`src/rtl/tdm_pkg.sv`:
```
// Shared constants for the TDM slot path: state encoding and slot-index width.
// Also used by the upstream mux-select sequencer.
package tdm_pkg;

    localparam logic ST_IDLE = 1'b0;
    localparam logic ST_RUN  = 1'b1;

    typedef enum logic {
        TDM_IDLE = ST_IDLE,
        TDM_RUN  = ST_RUN
    } tdm_state_e;

    // Index width for n slots, never narrower than one bit.
    function automatic int slot_w(input int n);
        int w;
        w = $clog2(n);
        if (w < 1) begin
            return 1;
        end else begin
            return w;
        end
    endfunction

endpackage

```
`src/rtl/tdm_slot_counter.sv`:
```
// Expected-slot counter: load0 marks slot 0 as taken (next expected is 1),
// inc advances and wraps to 0 after WRAP_AT.
module tdm_slot_counter #(
    parameter int CW      = 1,
    parameter int WRAP_AT = 1
) (
    input  logic          clk,
    input  logic          rst_n,
    input  logic          load0_i,
    input  logic          inc_i,
    output logic [CW-1:0] cnt_o,
    output logic          is_last_o,
    output logic          is_zero_o
);

    logic [CW-1:0] cnt_q;
    logic [CW-1:0] cnt_d;
    logic          is_last_s;

    assign is_last_s = (cnt_q == CW'(WRAP_AT));
    assign is_last_o = is_last_s;
    assign is_zero_o = (cnt_q == '0);
    assign cnt_o     = cnt_q;

    // Next-count selection; load0 wins over inc.
    always_comb begin
        cnt_d = cnt_q;
        if (load0_i) begin
            cnt_d = CW'(1);
        end else if (inc_i) begin
            if (is_last_s) begin
                cnt_d = '0;
            end else begin
                cnt_d = cnt_q + CW'(1);
            end
        end else begin
            cnt_d = cnt_q;
        end
    end

    // Counter register.
    always_ff @(posedge clk or negedge rst_n) begin
        if (!rst_n) begin
            cnt_q <= '0;
        end else begin
            cnt_q <= cnt_d;
        end
    end

endmodule

```
`src/rtl/tdm_demux.sv`:
```
// TDM slot demultiplexer with frame alignment and frame-length checking.
// Optional even-parity check on din is enabled by TDM_DEMUX_PARITY_EN.
module tdm_demux
    import tdm_pkg::*;
#(
    parameter int NUM_CH = 2,
    parameter int DATA_W = 1
) (
    input  logic                     clk,
    input  logic                     rst_n,
    input  logic [DATA_W-1:0]        din,
    input  logic                     din_valid,
    input  logic                     frame_start,
`ifdef TDM_DEMUX_PARITY_EN
    input  logic                     din_par,
    output logic                     par_err,
`endif
    output logic [NUM_CH*DATA_W-1:0] ch_data,
    output logic [NUM_CH-1:0]        ch_valid,
    output logic                     frame_done,
    output logic                     frame_err
);

    localparam int CW = slot_w(NUM_CH);

    tdm_state_e                state_q, state_d;
    logic [NUM_CH*DATA_W-1:0]  ch_data_q, ch_data_d;
    logic [NUM_CH-1:0]         ch_valid_q, ch_valid_d;
    logic                      frame_done_q, frame_done_d;
    logic                      frame_err_q, frame_err_d;

    logic                      wr_en_s;
    logic [CW-1:0]             wr_idx_s;
    logic                      load0_s;
    logic                      inc_s;
    logic [CW-1:0]             cnt_s;
    logic                      is_last_s;
    logic                      is_zero_s;

    tdm_slot_counter #(
        .CW      (CW),
        .WRAP_AT (NUM_CH - 1)
    ) u_slot_counter (
        .clk       (clk),
        .rst_n     (rst_n),
        .load0_i   (load0_s),
        .inc_i     (inc_s),
        .cnt_o     (cnt_s),
        .is_last_o (is_last_s),
        .is_zero_o (is_zero_s)
    );

    // Alignment FSM: decides which slot (if any) is written and which flags pulse.
    always_comb begin
        state_d      = state_q;
        wr_en_s      = 1'b0;
        wr_idx_s     = '0;
        load0_s      = 1'b0;
        inc_s        = 1'b0;
        frame_done_d = 1'b0;
        frame_err_d  = 1'b0;
        if (din_valid) begin
            case (state_q)
                TDM_IDLE: begin
                    if (frame_start) begin
                        wr_en_s = 1'b1;
                        load0_s = 1'b1;
                        state_d = TDM_RUN;
                    end else begin
                        state_d = TDM_IDLE;
                    end
                end
                TDM_RUN: begin
                    if (frame_start) begin
                        // A start with the counter mid-frame aborts a short frame.
                        frame_err_d = !is_zero_s;
                        wr_en_s     = 1'b1;
                        load0_s     = 1'b1;
                    end else if (is_zero_s) begin
                        frame_err_d = 1'b1;
                        state_d     = TDM_IDLE;
                    end else begin
                        wr_en_s      = 1'b1;
                        wr_idx_s     = cnt_s;
                        inc_s        = 1'b1;
                        frame_done_d = is_last_s;
                    end
                end
                default: begin
                    state_d = TDM_IDLE;
                end
            endcase
        end else begin
            state_d = state_q;
        end
    end

    // Write-enable decode into the addressed channel slice only.
    always_comb begin
        ch_data_d  = ch_data_q;
        ch_valid_d = '0;
        for (int k = 0; k < NUM_CH; k++) begin
            if (wr_en_s && (int'(wr_idx_s) == k)) begin
                ch_data_d[k*DATA_W +: DATA_W] = din;
                ch_valid_d[k]                 = 1'b1;
            end else begin
                ch_data_d[k*DATA_W +: DATA_W] = ch_data_q[k*DATA_W +: DATA_W];
                ch_valid_d[k]                 = 1'b0;
            end
        end
    end

    // State and output registers.
    always_ff @(posedge clk or negedge rst_n) begin
        if (!rst_n) begin
            state_q      <= TDM_IDLE;
            ch_data_q    <= '0;
            ch_valid_q   <= '0;
            frame_done_q <= 1'b0;
            frame_err_q  <= 1'b0;
        end else begin
            state_q      <= state_d;
            ch_data_q    <= ch_data_d;
            ch_valid_q   <= ch_valid_d;
            frame_done_q <= frame_done_d;
            frame_err_q  <= frame_err_d;
        end
    end

    assign ch_data    = ch_data_q;
    assign ch_valid   = ch_valid_q;
    assign frame_done = frame_done_q;
    assign frame_err  = frame_err_q;

`ifdef TDM_DEMUX_PARITY_EN
    logic par_err_q;
    logic par_err_d;

    function automatic logic par_bad(input logic [DATA_W-1:0] d, input logic p);
        return (^d) ^ p;
    endfunction

    // Parity is checked on every accepted word, dropped or written.
    always_comb begin
        if (din_valid) begin
            par_err_d = par_bad(din, din_par);
        end else begin
            par_err_d = 1'b0;
        end
    end

    // Parity flag register.
    always_ff @(posedge clk or negedge rst_n) begin
        if (!rst_n) begin
            par_err_q <= 1'b0;
        end else begin
            par_err_q <= par_err_d;
        end
    end

    assign par_err = par_err_q;
`endif

endmodule

```
`config.mk`:
```
export PLATFORM = sky130hd
export DESIGN_NAME = tdm_demux
export DESIGN_NICKNAME = d
export VERILOG_FILES = /design/src/rtl/tdm_pkg.sv /design/src/rtl/tdm_slot_counter.sv /design/src/rtl/tdm_demux.sv
export SDC_FILE = /design/constraint.sdc
export NUM_CORES = 1
export LEC_CHECK = 0
export CAP_MARGIN = 30
export CORE_AREA = 2 2 39 41
export DETAILED_ROUTE_END_ITERATION = 10
export DIE_AREA = 0 0 41 43
export PLACE_DENSITY = 0.66
export SYNTH_ARGS = -nofsm -noshare
export SYNTH_HDL_FRONTEND = slang
export SYNTH_HIERARCHICAL = 1
export SYNTH_SLANG_ARGS = --single-unit
```
`constraint.sdc`:
```
create_clock -name clk -period 1.5 [get_ports clk]
set_input_delay 0.225 -clock clk [delete_from_list [all_inputs] [get_ports clk]]
set_output_delay 0.225 -clock clk [all_outputs]
set_load 0.02 [all_outputs]
```
### Word level (Yosys, flattened, before mapping)

Cells that the tools add are included.

* output and inout bits: 6
* word-level logic and storage cells: 31
* register bits after elaboration: 8

* reductions and logical operators: 3
* add/subtract/negate cells: 1
* mux-type cells: 18
* bitwise gates (word level): 2

Operator list (count)
* $mux 1: 17
* $logic_and 1x1->1: 2
* $not 1->1: 2
* $pmux 1 s2: 1
* $reduce_bool 2->1: 1
* $add 1x1->1 const B: 1

### Depth between registers and ports, before layout

* depth after elaboration: 7
* gate-level depth with buffers: 6
* depth with buffers taken out: 6

### Cells and area by module

The synthesis kept the hierarchy.

By module, submodules not included
* tdm_demux: times used 1, cells an instance 27, area an instance 325.3 um^2, sequential area each 175.2 um^2
* tdm_slot_counter: times used 1, cells an instance 5, area an instance 51.3 um^2, sequential area each 25.0 um^2

### Worst setup path after synthesis

Ideal clock, no wire load.

* path type: register to register
* start point: reg u_slot_counter.cnt_q, in the netlist u_slot_counter/cnt_o
* end point: reg ch_data_q[1], in the netlist ch_data[1]
* period minus slack after synthesis: 1433 ps
* required time: 1372 ps
* stages on the path, launching flop included: 5
* data arrival time: 1305 ps
* library setup time: 128 ps
* slack: 67 ps
* path through: dfrtp_1 inv_1 ha_1 nor4b_4 mux2_1

* longest elaborated chain between the ends: 5
* elaborated cells on any way between the ends: 8
* those cells by class: mux: 7; reduce/logical: 1

RTL lines
* start, declared: line tdm_slot_counter.sv:16 `logic [CW-1:0] cnt_q;`
* start signal, assigned: line tdm_slot_counter.sv:46 `cnt_q <= cnt_d;`
* $mux 1 (*): line tdm_demux.sv:79 `end else if (is_zero_s) begin`
* $mux 1: line tdm_demux.sv:74 `if (frame_start) begin`
* $pmux 1 s2 or $mux 1 (tied branches): line tdm_demux.sv:63 `case (state_q)`
* $mux 1: line tdm_demux.sv:62 `if (din_valid) begin`
* $logic_and 1x1->1 (*): line tdm_demux.sv:103 `if (wr_en_s && (int'(wr_idx_s) == k)) begin`
* end signal, assigned: line tdm_demux.sv:123 `ch_data_q <= ch_data_d;`
* end, declared: line tdm_demux.sv:27 `logic [NUM_CH*DATA_W-1:0] ch_data_q, ch_data_d;`

Mark *: on every way between the ends. The rest lies on a longest branch, timed or not.
A chain may end at the register's enable or synchronous reset.

### Worst setup path after layout

* start point: in din_valid
* end point: reg ch_data_q[1], in the netlist ch_data[1]

* longest elaborated chain between the ends: 2
* elaborated cells on any way between the ends: 3
* those cells by class: mux: 2; reduce/logical: 1

RTL lines
* start, declared: line tdm_demux.sv:12 `input logic din_valid,`
* $mux 1: line tdm_demux.sv:62
* $logic_and 1x1->1 (*): line tdm_demux.sv:103

Marked as above.

==> metrics.md <==
| Metric | Value |
|---|---|
| Routed Antenna Nets | 0 |
| FFs w/ async S/R, synth | 1.00 |
| Gp weighted congestion | 0.738 |
| Top-count cell post-synth | dfrtp_1 |
| Grt total ovfl | 0 |
| Endpoints failing setup | 0 |
| Fin. Hold Viols | 0 |
| Clk slew on worst S/H paths | 60 ps |
| CTS Hold Bufs | 0 |
| Number of synthesized flops with an enable pin | 0 |
| Initial Util | 0.272 |
| RSZ-0062 raised after global routing | false |
| Clock Tree Buf Depth | 2 |
| F_max | 0.689 GHz |
| # placed instances | 62 |
| Worst R2R Start | u_slot_counter/cnt_o |
| Worst-path maximum fanout | 6 |
| Die Width | 41 um |
| Synthesized flop and latch total | 8 |
| R2R cell count | 5 |
| Final Net Count | 58 |
| Kind of critical path | input port to flop |
| CP top delay family | buffers and inverters |
| Routed len/inst | 11.5 um |
| Vias per cell | 4.62 |
| Syn_nets | 39 |
| Clock latency on the worst-skew pair | 250 ps |
| Most instantiated cells after synthesis | dfrtp_1, inv_1 |
| Total core area | 1380 sq um |
| Number of global-route vias before repair | 288 |
| Number of CTS-inserted buffers | 3 |
| CP startpoint kind | input port |
| Pwr dens | 1790 nW/um^2 |
| Fillers | 143 |
| Ys Warns | 6 |
| Ordered cell list for the critical path | clkdlybuf4s50_1 -> nand2_2 -> nor4b_4 -> mux2_4 |
| Synth cell types | 18 |
| Utilization after layout | 0.404 |
| Vias | 300 |
| Worst reg2reg path endpoint | ch_data[1] |
| Worst Skew | 6.72 ps |
| First-pass GRT wire length | 1240 um |
| Worst relative slew slack | 0.743 |
| DIE AREA | 1760 sq um |
| Initial DRT Pass Iterations | 4 |
| Hold Path Class | input port to async pin |
| Max VDD drop | 0.000548 V |
| Initial drt markers | 5 |
| WP data arrival | 1590 ps |
| Yosys top cell by area | dfrtp_1 |
| GRT Overall Usage | 0.112 |
| Overall Power | 1.00 mW |
| Slowest CP cell | clkdlybuf4s50_1 |
| Slew of the pin with the lowest slew margin | 384 ps |
| Final period util | 0.967 |
| # diodes | 0 |
| Syn Inst Count | 32 |
| CTS tree | done |
| Antenna violations before repair | 0 |
| Syn Std Cell Area | 377 sq um |
| Top FF cell, synth | dfrtp_1 |
| H-Tree Level Count | 1 |
| Clk sinks | 8 |
| # IOs | 11 |
| I/O Buffers | 10 |
| Max-capacitance violation count | 0 |
| Register area share after synthesis | 0.532 |
| Worst EP required | 1640 ps |
| Final cell count without fillers | 65 |
| Status | complete, no violations |
| WP depth | 4 |
| Share of cells above drive strength 1 | 0.327 |
| TNS Setup | 0 ps |
| Tmin final | 1450 ps |
| Max-slew violations | 0 |
| Synth top area cells | dfrtp_1, ha_1, nor4b_4 |
| Synthesized area per cell | 11.8 sq um |
| Setup crit end kind | flop |
| Post-CTS setup buffer count | 0 |
| Top-area cell type share of the netlist area | 0.532 |
| Crit-path max cell delay | 580 ps |
| Pin count of the biggest net entering global routing | 9 |
| Reg2Reg Setup Slack | 120 ps |
| Reg area | 200 sq um |
| Layout area overhead | 48.5% |
| Site Rows | 14 |
| Drt total wl | 745 um |
| CP Buf/Inv Count | 1 |
| Hpwl dp | 568 um |
| Root buffer cell | clkbuf_4 |
| Drc violations | 0 |
| Area of the multi-input gates | 164 sq um |
| P_leak | 0.261 nW |
| Die Ht | 43 um |
## per-layer routing
layer | up-vias | share of wire | track usage
met3 | 2 | 0.060 | 0.0314
met2 | 13 | 0.49 | 0.156
met5 | - | 0 | 0
li1 | 144 | - | -
met4 | 0 | 0.026 | 0.120
met1 | 141 | 0.43 | 0.121
## metrics by stage
step                      worst slack [ps]  hold WS (ps)  instance area, sq um
after floorplan                       67.2         -70.6                   377
after global placement                -276           470                   527
after detailed placement              -340           494                   527
after CTS                             5.38           256                   557
after global routing                  10.0           279                   559
final                                 49.0           259                   559
## registers in the layout (all words and copies together), names as in the netlist
signal	cells
ch_data	2
ch_valid	2
frame_done	1
frame_err	1
state_q	1
u_slot_counter/cnt_o	1
## how the worst max path moves through the flow
stage                              start    endpoint  slack (ps)
floorplan           u_slot_counter/cnt_o  ch_data[1]          70
global route                 frame_start  ch_data[0]          10
CTS                          frame_start  ch_data[1]           5
detailed placement           frame_start  ch_data[1]        -340
finish                         din_valid  ch_data[1]          50
global placement             frame_start  ch_data[1]        -280
## cell usage in the layout (no fill, tap or decap), drive strengths merged
cell / instances
buf: 5
inv: 4
and2: 1
and3: 2
mux2: 2
nor4b: 2
a21oi: 1
ha: 2
clkdlybuf4s50: 10
nand2b: 1
a31oi: 1
clkbuf: 3
dfrtp: 8
nand2: 3
nor2: 2
o21ai: 1
xnor2: 1
## worst register-to-register path, cell delays in order, from the launching register on
cell and delay (ps):
dfrtp_1 340, inv_1 60, buf_4 150, nor2_1 120, nor4b_4 260, mux2_4 330
## where the power goes
part	total [mW]	internal (mW)	switching (mW)
registers	0.343	0.296	0.0464
clock network	0.161	0.0913	0.0695
logic	0.498	0.266	0.232
## final cells by class
cell class,instances,area share
inverter,4,0.0268
clock buffer,3,0.0403
timing repair buffer,15,0.246
tap,16,0.0358
sequential,8,0.358
multi-input combinational,19,0.293
## logic make-up (layout without fill, tap and decap cells)
| family | Yosys count | after routing | share of synthesized area |
|---|---|---|---|
| buf+inv | 5 | 22 | 0.0598 |
| flops | 8 | 8 | 0.532 |
| xor+xnor | 1 | 1 | 0.0233 |
| fa+ha+maj | 2 | 2 | 0.0664 |
| simple gates | 11 | 11 | 0.216 |
| compound gates | 3 | 3 | 0.0432 |
| mux | 2 | 2 | 0.0598 |
## timing repair
item                       4_1_cts  5_1_grt
pin swaps                        1        0
resized for setup                2        1
setup endpoints to repair        2        2
gates cloned                     0        0
Power figures use the tool's default switching activity.
